==> src/rtl/unified_mem_arbiter.sv <==
// Arbiter sharing one single-port RAM between instruction fetch (IF) and the
// load/store stage (MEM), with fixed read latency and a fetch starvation guard.
module unified_mem_arbiter #(
  parameter int ADDR_LEN     = 32,
  parameter int DATA_LEN     = 32,
  parameter int MEM_LATENCY  = 2,
  parameter int STARVE_LIMIT = 4
) (
  input  logic                clk,
  input  logic                rst,
  input  logic                if_req,
  input  logic [ADDR_LEN-1:0] if_addr,
  output logic [DATA_LEN-1:0] if_rdata,
  output logic                if_ready,
  input  logic                mem_req,
  input  logic                mem_we,
  input  logic [ADDR_LEN-1:0] mem_addr,
  input  logic [DATA_LEN-1:0] mem_wdata,
  output logic [DATA_LEN-1:0] mem_rdata,
  output logic                mem_ready,
  output logic                ram_en,
  output logic                ram_we,
  output logic [ADDR_LEN-1:0] ram_addr,
  output logic [DATA_LEN-1:0] ram_wdata,
  input  logic [DATA_LEN-1:0] ram_rdata,
  output logic                stall_if,
  output logic                stall_mem,
  output logic                busy
);

  typedef enum logic [1:0] {IDLE, ISSUE, WAIT, RESP} state_t;

  localparam logic [3:0] LAT        = 4'(MEM_LATENCY);
  localparam logic [3:0] STARVE_MAX = 4'(STARVE_LIMIT);

  state_t              state_reg, state_next;
  logic                owner_if_reg, owner_if_next;
  logic [3:0]          cnt_reg, cnt_next;
  logic [3:0]          starve_reg, starve_next;
  logic                ram_en_reg, ram_en_next;
  logic                ram_we_reg, ram_we_next;
  logic [ADDR_LEN-1:0] ram_addr_reg, ram_addr_next;
  logic [DATA_LEN-1:0] ram_wdata_reg, ram_wdata_next;
  logic [DATA_LEN-1:0] if_rdata_reg, if_rdata_next;
  logic [DATA_LEN-1:0] mem_rdata_reg, mem_rdata_next;
  logic                if_ready_reg, if_ready_next;
  logic                mem_ready_reg, mem_ready_next;
  logic                grant_if;

  // IF wins only when MEM is idle or MEM has used up its starvation allowance.
  assign grant_if = if_req & (~mem_req | (starve_reg == STARVE_MAX));

  always_ff @(posedge clk or negedge rst) begin
    if (!rst) begin
      state_reg     <= IDLE;
      owner_if_reg  <= 1'b0;
      cnt_reg       <= '0;
      starve_reg    <= '0;
      ram_en_reg    <= 1'b0;
      ram_we_reg    <= 1'b0;
      ram_addr_reg  <= '0;
      ram_wdata_reg <= '0;
      if_rdata_reg  <= '0;
      mem_rdata_reg <= '0;
      if_ready_reg  <= 1'b0;
      mem_ready_reg <= 1'b0;
    end else begin
      state_reg     <= state_next;
      owner_if_reg  <= owner_if_next;
      cnt_reg       <= cnt_next;
      starve_reg    <= starve_next;
      ram_en_reg    <= ram_en_next;
      ram_we_reg    <= ram_we_next;
      ram_addr_reg  <= ram_addr_next;
      ram_wdata_reg <= ram_wdata_next;
      if_rdata_reg  <= if_rdata_next;
      mem_rdata_reg <= mem_rdata_next;
      if_ready_reg  <= if_ready_next;
      mem_ready_reg <= mem_ready_next;
    end
  end

  always_comb begin
    state_next     = state_reg;
    owner_if_next  = owner_if_reg;
    cnt_next       = cnt_reg;
    starve_next    = starve_reg;
    ram_en_next    = 1'b0;
    ram_we_next    = 1'b0;
    ram_addr_next  = ram_addr_reg;
    ram_wdata_next = ram_wdata_reg;
    if_rdata_next  = if_rdata_reg;
    mem_rdata_next = mem_rdata_reg;
    if_ready_next  = 1'b0;
    mem_ready_next = 1'b0;

    case (state_reg)
      IDLE: begin
        // The RAM strobe and latched request are registered on the grant edge,
        // so they appear exactly in the ISSUE cycle.
        if (if_req || mem_req) begin
          state_next  = ISSUE;
          ram_en_next = 1'b1;
          if (grant_if) begin
            owner_if_next  = 1'b1;
            ram_addr_next  = if_addr;
            ram_we_next    = 1'b0;
            ram_wdata_next = '0;
            starve_next    = '0;
          end else begin
            owner_if_next  = 1'b0;
            ram_addr_next  = mem_addr;
            ram_we_next    = mem_we;
            ram_wdata_next = mem_wdata;
            if (if_req && (starve_reg != STARVE_MAX)) begin
              starve_next = starve_reg + 4'd1;
            end
          end
        end
      end
      ISSUE: begin
        if (ram_we_reg) begin
          state_next     = RESP;
          mem_ready_next = 1'b1;
        end else begin
          state_next = WAIT;
          cnt_next   = LAT;
        end
      end
      WAIT: begin
        cnt_next = cnt_reg - 4'd1;
        if (cnt_reg == 4'd1) begin
          state_next = RESP;
          if (owner_if_reg) begin
            if_rdata_next = ram_rdata;
            if_ready_next = 1'b1;
          end else begin
            mem_rdata_next = ram_rdata;
            mem_ready_next = 1'b1;
          end
        end
      end
      RESP: begin
        state_next = IDLE;
      end
      default: begin
        state_next = IDLE;
      end
    endcase
  end

  assign if_rdata  = if_rdata_reg;
  assign if_ready  = if_ready_reg;
  assign mem_rdata = mem_rdata_reg;
  assign mem_ready = mem_ready_reg;
  assign ram_en    = ram_en_reg;
  assign ram_we    = ram_we_reg;
  assign ram_addr  = ram_addr_reg;
  assign ram_wdata = ram_wdata_reg;
  assign stall_if  = if_req & ~if_ready_reg;
  assign stall_mem = mem_req & ~mem_ready_reg;
  assign busy      = (state_reg != IDLE);

endmodule

==> config.mk <==
export PLATFORM = sky130hd
export DESIGN_NAME = unified_mem_arbiter
export DESIGN_NICKNAME = d
export VERILOG_FILES = /design/src/rtl/unified_mem_arbiter.sv
export SDC_FILE = /design/constraint.sdc
export NUM_CORES = 1
export LEC_CHECK = 0
export CORE_UTILIZATION = 30
export DETAILED_ROUTE_END_ITERATION = 10
export GPL_TIMING_DRIVEN = 1
export HOLD_SLACK_MARGIN = 0.02
export SYNTH_ARGS = -nofsm -noshare
export SYNTH_HDL_FRONTEND = slang
export SYNTH_SLANG_ARGS = --single-unit
==> constraint.sdc <==
create_clock -name clk -period 5.1 [get_ports clk]
set_input_delay 0.51 -clock clk [delete_from_list [all_inputs] [get_ports clk]]
set_output_delay 0.51 -clock clk [all_outputs]
set_load 0.01 [all_outputs]
Word level (Yosys, flattened, before mapping)
Index checks and enable logic that the tools add are counted.
{"block": "word_totals", "ff_bits": 143, "in_bits": 133, "out_inout_bits": 135, "elab_cells": 66}
{"block": "classes", "addsub": 2, "n_eq_ne": 9, "mux": 23, "bitwise_logic": 8, "n_reduce_logical": 12}
{"cell": "32-bit 2-to-1 mux", "n": 2}
{"cell": "1-bit 2-to-1 mux", "n": 13}
{"cell": "4-bit 2-to-1 mux", "n": 3}
{"cell": "3-bit AND reduction", "n": 3}
{"cell": "2-bit case mux with 4 select lines", "n": 1}
{"cell": "4-bit case mux with 2 select lines", "n": 1}
{"cell": "2-bit != test, second input constant", "n": 3}
{"cell": "2-bit AND reduction", "n": 3}
{"cell": "2-bit nonzero test", "n": 3}
{"cell": "4-bit by 1-bit adder with 4-bit output, second input constant", "n": 1}
{"cell": "2-bit == test, second input constant", "n": 2}
{"cell": "4-bit by 1-bit == test with 1-bit output, second input constant", "n": 1}
{"cell": "4-bit by 3-bit == test with 1-bit output, second input constant", "n": 1}
{"cell": "2-bit 2-to-1 mux", "n": 2}
{"cell": "4-bit by 3-bit != test with 1-bit output, second input constant", "n": 1}
{"cell": "1-bit NOT", "n": 4}
{"cell": "4-bit by 1-bit subtractor with 4-bit output, second input constant", "n": 1}
{"cell": "1-bit bitwise AND", "n": 3}
{"cell": "2-bit by 1-bit == test with 1-bit output, second input constant", "n": 1}
{"cell": "2-bit zero test", "n": 1}
{"cell": "1-bit case mux with 2 select lines", "n": 1}
{"cell": "1-bit logical AND", "n": 1}
{"cell": "1-bit logical OR", "n": 1}
{"cell": "1-bit bitwise OR", "n": 1}

Logic depth before layout (Yosys ltp)
{"block": "logic_depth", "depth_word": 6, "ltp_mapped": 9, "mapped_depth_nobuf": 6}

Worst setup path before layout
No wires, ideal clock.
{"block": "synth_path", "path_type": "reg2reg", "start": "register state_reg[0]", "end": "register mem_rdata_reg[10], in the netlist mem_rdata[10]", "setup_time_ps": 125, "arrival_time_ps": 1632, "required_time_ps": 4975, "path_slack_ps": 3343, "path_stages_with_launch": 8, "n_path_buf": 2, "synth_period_minus_slack_ps": 1757, "path_cell_list": "dfrtp_1 inv_1 ha_1 and4bb_1 nor2b_1 buf_6 buf_6 mux2_4"}
{"block": "synth_via", "elab_chain_len": 2}
{"item": "start: declaration", "line": "36", "rtl": "state_t state_reg, state_next;"}
{"item": "start signal: assignment", "line": "68", "rtl": "state_reg <= state_next;"}
{"item": "2-bit == test", "line": "97", "rtl": "case (state_reg)"}
{"item": "3-bit AND reduction (no line)"}
{"item": "end signal: assignment", "line": "77", "rtl": "mem_rdata_reg <= mem_rdata_next;"}
{"item": "end: declaration", "line": "45", "rtl": "logic [DATA_LEN-1:0] mem_rdata_reg, mem_rdata_next;"}
No other way between the ends.
A chain may end at the register's enable or synchronous reset.

Worst setup path in the final report
{"block": "layout_path", "start": "input mem_req", "end": "output stall_mem"}
{"block": "layout_via", "elab_chain_len": 1}
{"item": "start: declaration", "line": "15", "rtl": "input logic mem_req,"}
{"item": "1-bit bitwise AND", "line": "161", "rtl": "assign stall_mem = mem_req & ~mem_ready_reg;"}
{"item": "end: declaration", "line": "27", "rtl": "output logic stall_mem,"}
No other way between the ends.

==> results.md <==
- Main combinational cell family by area after synthesis: simple AND/OR/NAND/NOR gates
- Syn Nets: 677
- Status: finished clean
- Sw Share: 0.334
- Remaining Overflow, GRT: 0
- Synth top area cells: dfrtp_1, nand2_1, mux2_4
- Hold WS: 180 ps
- Pins Over Slew Limit: 0
- CP Launch Type: primary input
- Worst-margin pin slew: 1220 ps
- Die X: 145 µm
- Ant. Diodes: 0
- Die area: 21000 µm²
- Detailed-route DRC error count: 0
- Pint: 3530 µW
- Area grow syn2layout: 56.4%
- Share of the synthesized area in the top cell type: 0.583
- Combinational share of power: 0.420
- Reg-to-Reg End: ram_addr[28]$_DFFE_PN0P_
- Peak VDD IR: 219 µV
- DRT Pass-1 Iters: 4
- Die height: 145 µm
- PortBufs: 267
- Yosys reg bits: 143
- Htree depth: 4
- Total number of vias: 5161
- Ys flop type: dfrtp_1
- Sequential fraction of the synthesis area: 0.583
- Post-Synth Adder-Cell Area: 0.0143
- Final setup viols: 0
- # nets final: 933
- HPWL Detailed: 12.2 mm
- Pre-CTS WS: 2290 ps
- Area leader, netlist: dfrtp_1
- Core area: 19800 µm²
- Simple-gate area share of the yosys netlist: 0.137
- Power per Cell Area: 552 nW/µm²
- Hold Buf Count CTS: 0
- F_max: 361 MHz
- Skew-Pair Late Insertion Delay: 420 ps
- Gpl congestion: 0.824
- Worst R2R Setup Slack: 2600 ps
- Cells after Synth: 537
- CTS tree: done
- Overall Global Routing Usage: 0.171
- Fin crit share: 0.544
- RSZ-0062 raised after global routing: no
- Post-synthesis mux area share: 0.137
- Initial core utilization: 0.310
- Psw: 1770 µW
- Final Instance Area: 9600 µm²
- CTS max path bufs: 2
- R2R depth: 7
- Final worst slack: 2330 ps
- Synthesized area: 6140 µm²
- First-pass GRT wire length: 28.4 mm
- Slowest cell on crit path: clkdlybuf4s50_1
- Async S/R FF share, synth: 1.00
- Clock transition at path regs: 60 ps
- Vias in the first global route: 5308
- Initial DRC count: 177
- Fin util: 0.485
- Avg Cell Area, Syn: 11.4 µm²
- Initial antenna violation count: 0
- Avg Vias per Cell: 4.82
- Req. time, crit path: 4590 ps
- Number of gates resized after CTS: 0
- Largest net degree at the start of global routing: 96
- Leakage power: 0.00400 µW
- Reg-to-reg startpoint: state_reg[0]$_DFFE_PN0P_
- Num CTS Buffers: 17
- Setup TNS: 0 ps
- Routed Wire Length: 17.6 mm
- Crit-path max FO: 39
- Netlist cell types: 41
- Synth Area in Compound Gates: 0.0887
- Post-synth EDFFs: 0
- Cell repeated most along the worst path: clkdlybuf4s50_1
- Endpoint class of the critical path: output port
- XOR/XNOR share of the synthesized area: 0
- Io pins: 268
- Yosys warnings: 0
- Max stage delay on crit path: 580 ps
- # rows: 51
- WL/cell: 16.5 µm
- Kind of critical path: in2out
- CP arrival: 2260 ps
- Sequential Power Share: 0.354
- Worst Hold Class: in2async
- Clock share of power: 0.226
- Routed Antenna Nets: 0
- Final hold violations: 0
- Rel. slew slack: 0.183
- CTS Root Cell: clkbuf_16
- Post-CTS Setup Inserts: 0
- Fraction of layout instances using a drive strength above 1: 0.138
- Min cycle time layout: 2770 ps
- Fin Clk Skew: 9.12 ps
- Number of clock sinks: 143
- CP Cell Sequence: clkdlybuf4s50_1 -> buf_4 -> inv_1 -> nor2_1 -> clkdlybuf4s50_1
- Cell Area, Placed: 9030 µm²
- Max Cap Viol: 0
-- worst max-delay path by stage --
stage / start / to / slack [ps] / depth (start not counted)
after CTS: mem_req / stall_mem / 2320 / 5
after global placement: mem_req / stall_mem / 2330 / 5
after detailed placement: mem_req / ram_addr[28]$_DFFE_PN0P_ / 2290 / 6
after floorplan: state_reg[0]$_DFFE_PN0P_ / mem_rdata[10]$_DFFE_PN0P_ / 3340 / 7
after global routing: mem_req / stall_mem / 2220 / 5
final: mem_req / stall_mem / 2330 / 5
-- per-stage QoR --
stage | instances | power (µW)
after global routing | 1070 | 5630
final | 1070 | 5300
after detailed placement | 1039 | 4130
after floorplan | 537 | 2870
after global placement | 1039 | 4060
after CTS | 1070 | 5360
-- layout make-up --
cell class	instances	area (µm²)
fillers	1779	10200
flip-flops and latches	143	3580
repair buffers	275	2730
multi-input cells	344	2340
clock buffers	18	439
well taps	265	332
clock inverters	13	130
inverters	12	45.0
-- layer usage --
metal / global-route usage / wire length [µm] / vias up
li1: - / - / 2391
met1: 0.222 / 7780 / 2489
met2: 0.270 / 8340 / 255
met3: 0.0437 / 1190 / 26
met4: 0.0723 / 342 / 0
met5: 0 / 0 / -
-- cell families after synthesis --
group,after synthesis
buf+inv,50
flops,143
simple gates,188
fa+ha+maj,7
compound gates,84
mux,65
-- power groups by stage --
stage          registers (µW)  clock network (µW)  logic (µW)
6_report                 1880                1200        2220
3_5_place_dp             1890                   0        2240
5_1_grt                  1930                1290        2410
3_3_place_gp             1870                   0        2190
2_1_floorplan            2040                   0         830
4_1_cts                  1880                1230        2250
-- synthesized netlist by cell type, types with 2 or more instances --
cell type  count
mux2_4        29
a32o_1         2
buf_6          4
nor2_1         4
o22ai_1        2
buf_4          3
clkbuf_2       3
o21ai_1        2
mux2_2        36
clkbuf_1      14
o211ai_1      32
nand2b_1       2
nand4_1       32
o21ai_0       36
ha_1           7
nand2_1      133
a31oi_1        2
nor2b_1        2
buf_1          3
nand3_1        4
buf_2         11
inv_1         12
dfrtp_1      143
and2_1         2
-- layout by cell type (no fill, tap or decap), types with 4 or more instances in the layout --
master           count
clkbuf_16           17
o21ai_0             36
nand2_1            133
inv_6                6
buf_4                8
nand4_1             32
mux2_2              36
nor2_1               4
o211ai_1            32
clkinvlp_4           4
nand3_1              4
ha_1                 7
clkdlybuf4s50_1    266
inv_1               11
dfrtp_1            143
mux2_4              29
-- critical path, delay by kind of cell --
kind	cells	cell delay, ps
simple gates	1	150
buf+inv	4	1600
(Power assumes the default switching activity.)
==> variant, RTL diff (same flow settings) <==
Reset style: synchronous (`rst`), changed in one clocked block.
--- a/src/rtl/unified_mem_arbiter.sv
+++ b/src/rtl/unified_mem_arbiter.sv
@@ -51,5 +51,5 @@
   assign grant_if = if_req & (~mem_req | (starve_reg == STARVE_MAX));
 
-  always_ff @(posedge clk or negedge rst) begin
+  always_ff @(posedge clk) begin
     if (!rst) begin
       state_reg     <= IDLE;
Formal check against the unedited RTL: differs if rst is asserted again (counterexample within 4 cycles, from zero or initial values and one cycle with rst low); with rst held inactive, the same outputs for 10 cycles.
==> variant against the original RTL <==
Global-route usage up 1.3 points; sequential power shrank 29%; critical path type is now primary input to flip-flop; routed wire length grew 9.9%; setup slack gained 57 ps; sequential cell count unchanged; critical endpoint is now ram_addr[25]; total power shrank 29%; synthesized area decreased by 0.57%; synthesized cell count increased by 32%; clock power grew 6%; non-clock buffer count rose by 3; final area fell by 1.2%; maximum frequency is 2.1% higher; largest power group is now registers.
==> variant: results (changes against the original RTL) <==
- The combined global-route utilization of all metal layers came to 18.37% (was 17.10%).
- The maximum vdd ir drop is 0.2899 mV (was 0.2192 mV).
- The share of layout cells above drive strength 1 is 5.319% (was 13.79%).
- The met3 usage is 10.20% (was 4.371%).
- The met2 layer usage reported by global route is 28.87% (was 26.97%).
- The worst reg-to-reg setup slack was 2520 ps (was 2600 ps).
- The path class of the lowest-slack min-delay path is flip-flop to flip-flop (was primary input to async pin).
- The met1 track demand over resource is 21.24% (was 22.16%).
- The number of cells on the worst reg-to-reg path came to 6 (was 7).
- The half-perimeter wire length after detailed placement was 12540 um (was 12250 um).
- Result of the run: completed (unchanged).
- The via count of the first global-routing pass is 5746 (was 5308).
- Top cells by count, synth: 143 x dfxtp_1, 103 x a21oi_1, 68 x nand3_1, 67 x o21ai_0, 56 x clkbuf_1 (was 143 x dfrtp_1, 133 x nand2_1, 36 x mux2_2, 36 x o21ai_0).
- The maximum number of pins on one net before global-route repair is 73 (was 96).
- The share of flip-flops with an asynchronous set or reset after synthesis is 0% (was 100.0%).
- The number of distinct library cells after synthesis was 46 (was 41).
- The slew at the pin with the worst max-slew slack came to 1012 ps (was 1218 ps).
- The final clock skew was 11.25 ps (was 9.119 ps).
- The total nets after synthesis is 850 (was 677).
- The worst slack after detailed placement is 1937 ps (was 2285 ps).
- The final routed wire length divided by cell count is 16.09 um (was 16.49 um).
- Leading cell types by total area after synthesis: dfxtp_1 47%, a21oi_1 8.4%, nand3_1 5.6% (was dfrtp_1 58%, nand2_1 8.1%, mux2_4 7.1%).
- The top fanout value on the critical path is 56 (was 39).
- The tightest hold margin is 454.7 ps (was 180.0 ps).
- The violation count after the first detailed-route iteration was 287 (was 177).
- The register area share after synthesis was 46.90% (was 58.30%).
- The routability congestion estimate is 0.7269 (was 0.8237).
- The initial cell density of the core was 30.95% (was 31.03%).
- The final net count is 1068 (was 933).
- The worst stage delay on the critical path is 780 ps (was 580 ps).
variant: metal layers:
metal / routed length (um) / vias to the layer above
li1: - / 3018
met1: 8002 / 2872
met2: 8851 / 213
met3: 2313 / 16
met4: 225 / 0
met5: 0 / -
variant: critical path: cells and delay by family:
kind | cells | cell delay [ps]
buffers and inverters | 2 | 1280
AND/OR/NAND/NOR | 2 | 890
AO/OA/AOI/OAI | 1 | 320
variant: layout make-up:
class                      count  area, sq um
timing repair buffer         278         2768
tap                          265        331.6
fill                        1890        10230
clock buffer                  23        498.0
inverter                       9        35.03
clock inverter                 8        102.6
multi-input combinational    479         2887
sequential                   143         2864
variant: logic make-up (layout without fill, tap and decap cells):
| logic type | Yosys count | in the layout | share of synthesized area [%] |
|---|---|---|---|
| flip-flops | 143 | 143 | 46.90 |
| multiplexers | 2 | 2 | 0.3280 |
| adder cells (fa/ha/maj) | 7 | 7 | 1.435 |
| XOR/XNOR | 2 | 2 | 0.2871 |
| buffers and inverters | 88 | 318 | 6.006 |
| AND/OR/NAND/NOR | 224 | 224 | 20.56 |
| AO/OA/AOI/OAI | 244 | 244 | 24.48 |
variant: power groups by stage:
stage | clock network (uW) | registers, uW | logic, uW
6_report | 1270 | 1340 | 1140
5_1_grt | 1360 | 1360 | 1250
4_1_cts | 1310 | 1340 | 1150
3_5_place_dp | 0 | 1360 | 1140
3_3_place_gp | 0 | 1360 | 1150
2_1_floorplan | 0 | 1410 | 576
variant: per-stage QoR:
stage	total power [uW]	std cells
finish	3743	1205
global route	3967	1205
CTS	3794	1205
detailed placement	2503	1174
global placement	2503	1174
floorplan	1987	710
variant: worst max-delay path by stage:
stage / start / endpoint / slack (ps) / depth (start not counted)
after floorplan: mem_req / ram_addr[31] / 3440 / 6
after global placement: if_req / ram_addr[22] / 1930 / 5
after detailed placement: if_req / ram_addr[25] / 1940 / 5
after CTS: if_req / stall_if / 2310 / 3
after global routing: state_reg[0] / mem_rdata[26] / 2220 / 6
final: if_req / ram_addr[25] / 2380 / 5
